**src/rtl/dac_write_sequencer_if.sv**
```systemverilog
`default_nettype none
// ============================================================================
// Module      : dac_write_sequencer_if
// Description : Frame-input handshake plus parallel DAC write bus.
//               The master modport is the sequencer side. It accepts
//               frames and drives the DAC bus. The slave modport is the
//               side that supplies frames and observes the bus.
// Revision    : 1.0 - initial release
// ============================================================================
interface dac_write_sequencer_if #(
    parameter int DATA_W = 12,
    parameter int NUM_CH = 2
);
    localparam int CH_W = (NUM_CH > 1) ? $clog2(NUM_CH) : 1;

    logic [NUM_CH*DATA_W-1:0] sampleData;
    logic                     sampleValid;
    logic                     sampleReady;
    logic [DATA_W-1:0]        DB;
    logic [CH_W-1:0]          AB;
    logic                     CS;
    logic                     WR;
    logic                     LDAC;
    logic                     CLR;
    logic                     PD;

    modport master (
        input  sampleData, sampleValid,
        output sampleReady, DB, AB, CS, WR, LDAC, CLR, PD
    );

    modport slave (
        output sampleData, sampleValid,
        input  sampleReady, DB, AB, CS, WR, LDAC, CLR, PD
    );
endinterface
`default_nettype wire

```
**src/rtl/dac_write_sequencer.sv**
```systemverilog
`default_nettype none
// ============================================================================
// Module      : dac_write_sequencer
// Description : Rate-divided multi-channel parallel DAC writer. On every
//               frame tick it writes each enabled channel. Each write uses
//               SETUP, STROBE and HOLD phases. The frame ends with one
//               shared LDAC pulse. Frames come from a one-deep input buffer.
// Revision    : 1.0 - initial release
// ============================================================================
module dac_write_sequencer #(
    parameter int DATA_W    = 12,
    parameter int NUM_CH    = 2,
    parameter int DIV_W     = 16,
    parameter int PHASE_CYC = 2
) (
    input  logic                  Clk,
    input  logic                  Rst,
    input  logic                  En,
    input  logic [DIV_W-1:0]      rateDiv,
    input  logic [NUM_CH-1:0]     chMask,
    input  logic                  clrFlags,
    dac_write_sequencer_if.master bus,
    output logic                  underrun,
    output logic                  late,
    output logic [15:0]           frameCount,
    output logic                  busy
);
    localparam int CH_W    = (NUM_CH > 1) ? $clog2(NUM_CH) : 1;
    localparam int PH_W    = (PHASE_CYC > 1) ? $clog2(PHASE_CYC) : 1;
    localparam int FRAME_W = NUM_CH * DATA_W;

    typedef enum logic [2:0] {
        IDLE   = 3'd0,
        SETUP  = 3'd1,
        STROBE = 3'd2,
        HOLD   = 3'd3,
        LOAD   = 3'd4
    } state_t;

    state_t              state_q, state_d;
    logic [PH_W-1:0]     ph_q, ph_d;
    logic [CH_W-1:0]     ch_q, ch_d;
    logic [NUM_CH-1:0]   mask_q, mask_d;
    logic [DIV_W-1:0]    cnt_q, cnt_d;
    logic                buf_full_q, buf_full_d;
    logic [FRAME_W-1:0]  buf_data_q, buf_data_d;
    logic [FRAME_W-1:0]  frame_q, frame_d;
    logic [DATA_W-1:0]   db_q, db_d;
    logic [CH_W-1:0]     ab_q, ab_d;
    logic                cs_q, cs_d;
    logic                wr_q, wr_d;
    logic                ldac_q, ldac_d;
    logic                clr_n_q, clr_n_d;
    logic                underrun_q, underrun_d;
    logic                late_q, late_d;
    logic [15:0]         fcount_q, fcount_d;

    logic                tick;
    logic                frame_start;
    logic                phase_done;
    logic                sample_ready;
    logic                xfer;
    logic [CH_W-1:0]     first_ch;
    logic [CH_W-1:0]     next_ch;
    logic                has_next;

    // Picks one channel's word out of a packed frame.
    function automatic logic [DATA_W-1:0] ch_word(input logic [FRAME_W-1:0] f,
                                                  input logic [CH_W-1:0]    c);
        ch_word = '0;
        for (int i = 0; i < NUM_CH; i++) begin
            if (c == CH_W'(i)) ch_word = f[i*DATA_W +: DATA_W];
        end
    endfunction

    // Frame-rate divider. rateDiv is compared live. The wrap also covers
    // rateDiv being lowered below the current count.
    always_comb begin
        cnt_d = cnt_q;
        if (!En)                   cnt_d = '0;
        else if (cnt_q >= rateDiv) cnt_d = '0;
        else                       cnt_d = cnt_q + DIV_W'(1);
    end

    assign tick         = En && (cnt_q == rateDiv);
    assign phase_done   = (ph_q == PH_W'(PHASE_CYC - 1));
    assign sample_ready = clr_n_q && !buf_full_q;
    assign xfer         = bus.sampleValid && sample_ready;

    // Channel search. first_ch is the lowest channel in the live mask. It is
    // used at the tick, when the mask is latched. next_ch is the lowest
    // latched channel above the one being written.
    always_comb begin
        first_ch = '0;
        next_ch  = '0;
        has_next = 1'b0;
        for (int i = NUM_CH - 1; i >= 0; i--) begin
            if (chMask[i]) first_ch = CH_W'(i);
            if (mask_q[i] && (i > int'(ch_q))) begin
                next_ch  = CH_W'(i);
                has_next = 1'b1;
            end
        end
    end

    // Write-sequence FSM: next state, phase timer and frame counter.
    always_comb begin
        state_d     = state_q;
        ph_d        = ph_q;
        ch_d        = ch_q;
        mask_d      = mask_q;
        fcount_d    = fcount_q;
        frame_start = 1'b0;
        case (state_q)
            IDLE: begin
                if (tick) begin
                    frame_start = 1'b1;
                    mask_d      = chMask;
                    if (chMask != '0) begin
                        state_d = SETUP;
                        ch_d    = first_ch;
                    end else begin
                        // An empty mask still counts as a completed frame.
                        fcount_d = fcount_q + 16'd1;
                    end
                end
            end
            SETUP:  if (phase_done) state_d = STROBE;
            STROBE: if (phase_done) state_d = HOLD;
            HOLD: begin
                if (phase_done) begin
                    if (has_next) begin
                        state_d = SETUP;
                        ch_d    = next_ch;
                    end else begin
                        state_d = LOAD;
                    end
                end
            end
            LOAD: begin
                if (phase_done) begin
                    state_d  = IDLE;
                    fcount_d = fcount_q + 16'd1;
                end
            end
            default: state_d = IDLE;
        endcase
        if (state_q != IDLE) ph_d = phase_done ? '0 : ph_q + PH_W'(1);
    end

    // Input buffer, frame capture, sticky flags and registered bus outputs.
    always_comb begin
        buf_full_d = (buf_full_q && !frame_start) || xfer;
        buf_data_d = xfer ? bus.sampleData : buf_data_q;
        // With an empty buffer the previous frame is kept and re-sent.
        frame_d    = (frame_start && buf_full_q) ? buf_data_q : frame_q;
        underrun_d = (frame_start && !buf_full_q) || (underrun_q && !clrFlags);
        late_d     = (tick && (state_q != IDLE)) || (late_q && !clrFlags);
        clr_n_d    = 1'b1;
        cs_d       = !(state_d inside {SETUP, STROBE, HOLD});
        wr_d       = (state_d != STROBE);
        ldac_d     = (state_d != LOAD);
        ab_d       = ab_q;
        db_d       = db_q;
        // frame_d is used so the first channel sees the data captured at this tick.
        if (state_d == SETUP) begin
            ab_d = ch_d;
            db_d = ch_word(frame_d, ch_d);
        end
    end

    // State and datapath registers. Asynchronous reset forces the bus idle
    // at once. It also suppresses any LDAC pulse.
    always_ff @(posedge Clk or posedge Rst) begin
        if (Rst) begin
            state_q    <= IDLE;
            ph_q       <= '0;
            ch_q       <= '0;
            mask_q     <= '0;
            cnt_q      <= '0;
            buf_full_q <= 1'b0;
            buf_data_q <= '0;
            frame_q    <= '0;
            db_q       <= '0;
            ab_q       <= '0;
            cs_q       <= 1'b1;
            wr_q       <= 1'b1;
            ldac_q     <= 1'b1;
            clr_n_q    <= 1'b0;
            underrun_q <= 1'b0;
            late_q     <= 1'b0;
            fcount_q   <= '0;
        end else begin
            state_q    <= state_d;
            ph_q       <= ph_d;
            ch_q       <= ch_d;
            mask_q     <= mask_d;
            cnt_q      <= cnt_d;
            buf_full_q <= buf_full_d;
            buf_data_q <= buf_data_d;
            frame_q    <= frame_d;
            db_q       <= db_d;
            ab_q       <= ab_d;
            cs_q       <= cs_d;
            wr_q       <= wr_d;
            ldac_q     <= ldac_d;
            clr_n_q    <= clr_n_d;
            underrun_q <= underrun_d;
            late_q     <= late_d;
            fcount_q   <= fcount_d;
        end
    end

    assign bus.sampleReady = sample_ready;
    assign bus.DB          = db_q;
    assign bus.AB          = ab_q;
    assign bus.CS          = cs_q;
    assign bus.WR          = wr_q;
    assign bus.LDAC        = ldac_q;
    assign bus.CLR         = clr_n_q;
    assign bus.PD          = 1'b1;
    assign underrun        = underrun_q;
    assign late            = late_q;
    assign frameCount      = fcount_q;
    assign busy            = (state_q != IDLE);
endmodule
`default_nettype wire

```
**src/flat_wrapper.sv**
```systemverilog
// flat-port wrapper written by rule: the top's interface ports become plain ports
module dac_write_sequencer_flat 
#(
    parameter int DATA_W    = 12,
    parameter int NUM_CH    = 2,
    parameter int DIV_W     = 16,
    parameter int PHASE_CYC = 2
)
  (Clk, Rst, En, rateDiv, chMask, clrFlags, underrun, late, frameCount, busy, bus_sampleData, bus_sampleValid, bus_sampleReady, bus_DB, bus_AB, bus_CS, bus_WR, bus_LDAC, bus_CLR, bus_PD);
  dac_write_sequencer_if #(.DATA_W(DATA_W), .NUM_CH(NUM_CH)) bus_i ();
  input  logic Clk;
  input  logic Rst;
  input  logic En;
  input  logic [DIV_W-1:0] rateDiv;
  input  logic [NUM_CH-1:0] chMask;
  input  logic clrFlags;
  output logic underrun;
  output logic late;
  output logic [15:0] frameCount;
  output logic busy;
  input wire logic [$bits(bus_i.sampleData)-1:0] bus_sampleData;
  input wire logic [$bits(bus_i.sampleValid)-1:0] bus_sampleValid;
  output wire logic [$bits(bus_i.sampleReady)-1:0] bus_sampleReady;
  output wire logic [$bits(bus_i.DB)-1:0] bus_DB;
  output wire logic [$bits(bus_i.AB)-1:0] bus_AB;
  output wire logic [$bits(bus_i.CS)-1:0] bus_CS;
  output wire logic [$bits(bus_i.WR)-1:0] bus_WR;
  output wire logic [$bits(bus_i.LDAC)-1:0] bus_LDAC;
  output wire logic [$bits(bus_i.CLR)-1:0] bus_CLR;
  output wire logic [$bits(bus_i.PD)-1:0] bus_PD;
  assign bus_i.sampleData = bus_sampleData;
  assign bus_i.sampleValid = bus_sampleValid;
  assign bus_sampleReady = bus_i.sampleReady;
  assign bus_DB = bus_i.DB;
  assign bus_AB = bus_i.AB;
  assign bus_CS = bus_i.CS;
  assign bus_WR = bus_i.WR;
  assign bus_LDAC = bus_i.LDAC;
  assign bus_CLR = bus_i.CLR;
  assign bus_PD = bus_i.PD;
  dac_write_sequencer #(.DATA_W(DATA_W), .NUM_CH(NUM_CH), .DIV_W(DIV_W), .PHASE_CYC(PHASE_CYC)) u_core (.Clk(Clk), .Rst(Rst), .En(En), .rateDiv(rateDiv), .chMask(chMask), .clrFlags(clrFlags), .bus(bus_i), .underrun(underrun), .late(late), .frameCount(frameCount), .busy(busy));
endmodule
```
**config.mk**
```make
export PLATFORM = sky130hd
export DESIGN_NAME = dac_write_sequencer_flat
export DESIGN_NICKNAME = d
export VERILOG_FILES = /design/src/rtl/dac_write_sequencer_if.sv /design/src/rtl/dac_write_sequencer.sv /design/src/flat_wrapper.sv
export SDC_FILE = /design/constraint.sdc
export NUM_CORES = 1
export LEC_CHECK = 0
export ABC_AREA = 1
export CAP_MARGIN = 20
export CORE_ASPECT_RATIO = 1.1
export CORE_MARGIN = 5
export CORE_UTILIZATION = 46
export DETAILED_ROUTE_END_ITERATION = 8
export PLACE_DENSITY_LB_ADDON = 0.05
export SETUP_SLACK_MARGIN = 0.5
export SYNTH_ARGS = -nofsm -noshare
export SYNTH_HDL_FRONTEND = slang
export SYNTH_SLANG_ARGS = --single-unit
```
**constraint.sdc**
```tcl
create_clock -name Clk -period 9.9 [get_ports Clk]
set_input_delay 1.98 -clock Clk [delete_from_list [all_inputs] [get_ports Clk]]
set_output_delay 1.98 -clock Clk [all_outputs]
set_load 0.01 [all_outputs]
```
==> results of run 1 <==
-- area by class of cell --
cell class	instances	area (sq um)
clock buffers	9	225
repair buffers	86	853
multi-input cells	388	2200
well taps	150	188
clock inverters	7	51.3
flip-flops and latches	106	2660
inverters	114	430
fillers	1069	4890
-- cells in the mapped netlist, types with 3 or more instances --
library cell,count,area [sq um]
dfstp_2,3,78.8
nand3_1,49,245
o21ai_0,10,50.1
inv_2,4,15.0
nor2_8,4,80.1
nand2_4,3,33.8
inv_1,110,413
nor2_1,45,169
clkbuf_1,8,30.0
nand2_1,132,495
xor2_1,17,149
a21oi_1,24,120
ha_1,18,225
nand4_1,16,100
nor3_1,13,65.1
o22ai_1,3,18.8
buf_4,3,22.5
dfrtp_1,103,2580
buf_2,5,25.0
xnor2_1,7,61.3
o21ai_1,12,60.1
mux2_2,12,135
-- worst max-delay path: cells and delay by family --
kind	cells	cell delay, ps
AND/OR/NAND/NOR	9	1500
buffers and inverters	2	490
adder cells (fa/ha/maj)	1	280
XOR/XNOR	1	170
-- stage by stage --
stage / setup slack, ps / instances
2_1_floorplan: 5140 / 627
3_3_place_gp: 5400 / 844
3_5_place_dp: 5310 / 844
4_1_cts: 5680 / 860
5_1_grt: 5430 / 860
6_report: 5690 / 860
-- state kept, by name, indices dropped and copies added (netlist names) --
| signal | count |
|---|---|
| u_core.buf_data_q | 24 |
| u_core.frame_q | 24 |
| u_core.cnt_q | 16 |
| u_core.frameCount | 16 |
| u_core.bus.DB | 12 |
| u_core.state_q | 3 |
| u_core.buf_full_q | 1 |
| u_core.bus.AB | 1 |
| u_core.bus.CLR | 1 |
| u_core.bus.CS | 1 |
| u_core.bus.LDAC | 1 |
| u_core.bus.WR | 1 |
| u_core.ch_q | 1 |
| u_core.late | 1 |
| u_core.mask_q | 1 |
| u_core.ph_q | 1 |
| u_core.underrun | 1 |
-- metal layers --
layer | part of all wire, % | wire length (um)
met1 | 42 | 4640
met2 | 54 | 5930
met3 | 3.4 | 373
met4 | 1.2 | 135
met5 | 0 | 0
-- final timing paths --
check,startpoint,endpoint,slack (ps),cells after the start
worst max-delay path,rateDiv[5],u_core.frameCount[6]$_DFFE_PP0P_,5690,13
worst min-delay path,u_core.bus.AB$_DFFE_PP0N_,u_core.bus.AB$_DFFE_PP0N_,470,2
worst max register to register,u_core.cnt_q[4]$_DFF_PP0_,u_core.frameCount[6]$_DFFE_PP0P_,7340,11
worst min register to register,u_core.bus.AB$_DFFE_PP0N_,u_core.bus.AB$_DFFE_PP0N_,470,2
max in group asynchronous,Rst,u_core.frame_q[8]$_DFF_PP0_,6650,3
min in group asynchronous,Rst,u_core.cnt_q[13]$_DFF_PP0_,2010,2
-- logic make-up (layout without fill, tap and decap cells) --
kind of cell	count (synthesis)	count (layout)	share of synthesized area (%)
xor+xnor	24	24	3.91
fa+ha+maj	18	18	4.19
buf+inv	133	216	9.88
flops	106	106	49.4
other cells	1	2	0.0697
compound gates	57	57	5.74
mux	12	12	2.51
simple gates	275	275	24.3
-- power by group --
| group | internal (uW) | switching (uW) |
|---|---|---|
| logic | 198 | 267 |
| registers | 531 | 62.4 |
| clock network | 173 | 167 |
-- cells in the final DEF, fill, tap and decap left out, types with 2 or more instances in the layout --
cell / instances
nand2_1: 132
inv_1: 109
dfrtp_1: 103
clkdlybuf4s50_1: 83
nand3_1: 49
nor2_1: 45
a21oi_1: 24
ha_1: 18
xor2_1: 17
nand4_1: 16
nor3_1: 13
mux2_2: 12
o21ai_1: 12
o21ai_0: 10
clkbuf_16: 9
xnor2_1: 7
inv_2: 4
nor2_8: 4
nand2_4: 3
o22ai_1: 3
clkinv_2: 3
buf_4: 3
dfstp_2: 3
nand2_2: 2
or2_2: 2
a21o_1: 2
o21a_1: 2
a31oi_1: 2
nand3b_1: 2
nor4_1: 2
conb_1: 2
inv_6: 2
==> summary.txt, run 1 <==
Cells and area
  – P&R area growth vs syn: 22.7%
  – Layout cells sized above 1: 7.75%
  – Antenna Cells: 0
  – Final nets: 770
  – Layout Utilization: 57.4%
  – Final instance area: 6600 sq um

Setup path
  – Worst path required time: 10130 ps
  – Crit-path max FO: 20
  – Crit. End Element: flip-flop
  – CP Data Arrival Time: 4430 ps
  – Slowest cell on crit path: nand2_1
  – Setup CP Type: input port to flip-flop
  – Crit start category: input port
  – Worst-path cell chain: clkdlybuf4s50_1, inv_1, ha_1, nand2_1, nor2_1, nand2_1, nor2_8, nand2_4, nor2_8, nand2_2, nand2_1, nand3b_1, xor2_1
  – Most used cell, CP: nand2_1
  – Crit-path max cell delay: 460 ps

Global route
  – First-pass GRT wire length: 18900 um
  – Top Usage Layer GRT: met2
  – Met1 Use GR: 19.1%
  – Met2 usage: 31.4%
  – Met3 Resource Use GR: 4.55%
  – Gr usage total: 16.9%
  – Gr ovfl total: 0
  – Largest net degree at the start of global routing: 72
  – Antenna violations before repair: 0
  – Vias in the first global route: 4145

Detailed routing
  – WL per Instance: 12.9 um
  – Final wirelength: 11100 um
  – Drt first pass iters: 4
  – DR DRC count: 0
  – Post-route ant nets: 0
  – Vias: 4121
  – Via/cell ratio: 4.79
  – First DRT Iteration DRCs: 203

STA
  – WHS: 471 ps
  – Fin crit share: 42.5%
  – Skew final: 5.36 ps
  – Setup TNS: 0 ps
  – Setup-failing EPs final: 0
  – Max Fclk: 238 MHz
  – Unrepaired setup endpoints after global routing: false
  – Final hold violation count: 0
  – Slew HR: 41.5%
  – Crit path time final: 4210 ps
  – Worst-margin pin slew: 878 ps
  – Final Slew Violations: 0

Place
  – GP Congestion: 0.812
  – Port buffer count: 83
  – Detailed Place HPWL: 8160 um
  – Post-place instance area: 6320 sq um

Logic synthesis
  – Async SR Flop Fraction: 100%
  – Post-synth EDFFs: 0
  – Yosys warns: 0
  – #FFs+latches synth: 106
  – Synth unique cells: 39
  – Top FF cell, synth: dfrtp_1
  – Seq/Total Area, Yosys: 49.4%
  – Synthesized area: 5380 sq um
  – Post-Syn Area per Cell: 8.59 sq um
  – Post-Syn Instances: 626

Power
  – Worst VDD drop: 200 uV
  – Total chip power: 1400 uW
  – Power Density: 212 nW/um^2
  – Leakage Power: 0.00319 uW

Clock tree
  – Clock slew at reported path FFs: 70 ps
  – Post-CTS Setup Inserts: 0
  – Hold Buf Count CTS: 0
  – CTS max path bufs: 2
  – Post-CTS Resized: 0
  – CTS sink cnt: 106
  – Skew-Pair Late Insertion Delay: 350 ps
  – CTS H-tree lvls: 3
  – TritonCTS buffer count: 9
  – Root buffer cell: clkbuf_16
  – CTS tree: yes

Die
  – Die height: 123 um
  – Std-Cell Rows: 41
  – Core footprint: 11500 sq um
  – Die footprint: 14000 sq um
  – Chip Width: 113 um
  – Initial Util: 46.8%
  – Top-level port count: 85

Outcome
  – Status: finished clean

Hold path
  – Worst hold path class: flip-flop to flip-flop

Run
  – Max cap viols: 0
No activity file was read; power rests on OpenSTA's default activity.
==> run 2: changes to the inputs <==
==> constraint.sdc (replaced) <==
create_clock -name Clk -period 3.9 [get_ports Clk]
set_input_delay 0.78 -clock Clk [delete_from_list [all_inputs] [get_ports Clk]]
set_output_delay 0.78 -clock Clk [all_outputs]
set_load 0.01 [all_outputs]
==> run 2 against run 1 <==
Compared with the run above: critical endpoint unchanged; setup slack got worse by 4800 ps; combinational power increased to 2.6 times the previous value; power increased to 2.6 times the previous value; final cell count increased by 0.47%; design area increased by 1.7%; critical path depth unchanged; critical path type unchanged; sequential share of layout area decreased by 0.67 points; utilization increased by 0.97 points; non-clock buffer count increased by 4.
==> summary.txt, run 2 (synthesis results as in run 1) <==
Detailed routing
  – Post-route ant nets: 0 (unchanged)
  – Drt first pass iters: 4 (unchanged)
  – Via/cell ratio: 4.83 (+0.82%)
  – Final wirelength: 11300 um (+2.3%)
  – First DRT Iteration DRCs: 218 (+7.4%)
  – WL per Instance: 13.1 um (+1.9%)
  – DR DRC count: 0 (unchanged)
  – Vias: 4174 (+1.3%)

Clock tree
  – CTS max path bufs: 2 (unchanged)
  – Hold Buf Count CTS: 0 (unchanged)
  – Clock slew at reported path FFs: 70 ps (about the same)
  – Skew-Pair Late Insertion Delay: 350 ps (about the same)
  – Root buffer cell: clkbuf_16
  – CTS H-tree lvls: 3 (unchanged)
  – CTS tree: yes
  – Post-CTS Resized: 0 (unchanged)
  – Post-CTS Setup Inserts: 0 (unchanged)
  – CTS sink cnt: 106 (unchanged)
  – TritonCTS buffer count: 9 (unchanged)

Setup path
  – FF-to-FF Start: u_core.cnt_q[5]$_DFF_PP0_
  – Setup CP Type: input port to flip-flop
  – Crit. End Element: flip-flop
  – Worst path required time: 4130 ps (-6000 ps)
  – RR Endpoint: u_core.frameCount[6]$_DFFE_PP0P_
  – CP Data Arrival Time: 3210 ps (-1220 ps)
  – Crit start category: input port
  – Crit-path max FO: 20 (unchanged)
  – CP startpoint: rateDiv[7]
  – R2R depth: 11 (unchanged)
  – R2R setup slack: 1390 ps (-5950 ps)

STA
  – Unrepaired setup endpoints after global routing: false
  – Skew final: 6.97 ps (+1.61 ps)
  – Worst-margin pin slew: 595 ps (-283 ps)
  – Slew HR: 60.2% (+19 points)
  – Final hold violation count: 0 (unchanged)
  – Final Slew Violations: 0 (unchanged)
  – Crit path time final: 2980 ps
  – Setup-failing EPs final: 0 (unchanged)
  – Max Fclk: 335 MHz
  – Fin crit share: 76.4%
  – Setup TNS: 0 ps (unchanged)

Power
  – Power Density: 546 nW/um^2 (+160%)
  – Leakage Power: 0.00324 uW (+1.5%)
  – Worst VDD drop: 392 uV (+96%)
  – Total chip power: 3660 uW (+160%)

Hold path
  – Worst hold path class: flip-flop to flip-flop
  – Hold EP: u_core.bus.AB$_DFFE_PP0N_
  – Hold path depth: 2 (unchanged)
  – Hold path startpoint: u_core.bus.AB$_DFFE_PP0N_

Cells and area
  – P&R area growth vs syn: 24.7%
  – Commonest non-fill, non-tap cells in the layout: nand2_1, inv_1, dfrtp_1
  – Most common cell after layout, fill and taps aside: nand2_1
  – Antenna Cells: 0 (unchanged)
  – Largest regs: u_core.buf_data_q x24, u_core.frame_q x24
  – Final nets: 774 (+0.52%)
  – Layout cells sized above 1: 7.98% (+0.24 points)

Die
  – Die footprint: 14000 sq um (unchanged)
  – Die height: 123 um (unchanged)
  – Core footprint: 11500 sq um (unchanged)
  – Std-Cell Rows: 41 (unchanged)
  – Top-level port count: 85 (unchanged)
  – Initial Util: 46.8% (unchanged)
  – Chip Width: 113 um (unchanged)

Global route
  – Gr ovfl total: 0 (unchanged)
  – Vias in the first global route: 4305 (+3.9%)
  – Gr usage total: 17.6% (+0.68 points)
  – Antenna violations before repair: 0 (unchanged)
  – Largest net degree at the start of global routing: 46 (-36%)
  – First-pass GRT wire length: 19600 um (+3.9%)

Outcome
  – Status: finished clean

Place
  – Port buffer count: 83 (unchanged)
  – Detailed Place HPWL: 8360 um (+2.5%)
  – GP Congestion: 0.814 (+0.21%)

Run
  – Max cap viols: 0 (unchanged)
==> run 2: cell types whose count changed in the layout (fill, tap and decap cells not counted) <==
cell,before,now
clkbuf_1,0,2
buf_12,0,2
inv_6,2,0
buf_16,0,1
clkinv_4,0,1
inv_8,1,0
bufinv_16,0,2
inv_4,1,0
buf_4,3,4
clkinv_2,3,2
==> run 2: area by class of cell <==
cell class | instances | area, sq um
multi-input cells | 388 | 2200
fillers | 1037 | 4780
inverters | 114 | 432
flip-flops and latches | 106 | 2660
clock buffers | 11 | 233
clock inverters | 5 | 78.8
well taps | 150 | 188
repair buffers | 90 | 928
==> run 2: through the flow <==
step	hold WS [ps]	setup WS, ps	std cells	instance area (sq um)	utilization [%]
after floorplan	455	1500	627	5390	-
after global placement	461	610	846	6350	55.3
after detailed placement	465	529	846	6350	55.3
after CTS	483	906	862	6660	58.0
after global routing	517	626	864	6710	58.4
final	478	919	864	6710	58.4
==> run 2: worst max-delay path by stage <==
stage                                        to  slack [ps]  cells after the start
2_1_floorplan      u_core.bus.DB[0]$_DFFE_PP0N_        1500                     16
4_1_cts        u_core.frameCount[9]$_DFFE_PP0P_         910                     13
5_1_grt        u_core.frameCount[9]$_DFFE_PP0P_         630                     13
3_3_place_gp   u_core.frameCount[6]$_DFFE_PP0P_         610                     13
6_report       u_core.frameCount[6]$_DFFE_PP0P_         920                     13
3_5_place_dp   u_core.frameCount[9]$_DFFE_PP0P_         530                     13
==> run 2: report_power, final <==
| part | leakage [uW] | internal [uW] | total (uW) | switching [uW] |
|---|---|---|---|---|
| clock network | 0.000153 | 562 | 961 | 399 |
| logic | 0.00188 | 511 | 1200 | 689 |
| registers | 0.00120 | 1350 | 1500 | 155 |
| total | 0.00324 | 2420 | 3660 | 1240 |
==> run 2: worst max-delay path: stages <==
cell	delay, ps
clkdlybuf4s50_1	460
inv_1	40
ha_1	280
nand2_1	70
nor2_1	140
nand2_1	180
nor2_8	180
nand2_4	90
nor2_8	120
nand2_2	90
nand2_1	440
nand3b_1	170
xor2_1	170
==> run 2: metal layers <==
metal | global-route usage, % | up-vias | routed length, um | part of all wire (%)
li1 | - | 2134 | - | -
met1 | 20.3 | 1952 | 4700 | 41
met2 | 31.9 | 70 | 5900 | 52
met3 | 3.48 | 18 | 465 | 4.1
met4 | 7.14 | 0 | 274 | 2.4
met5 | 0 | - | 0 | 0
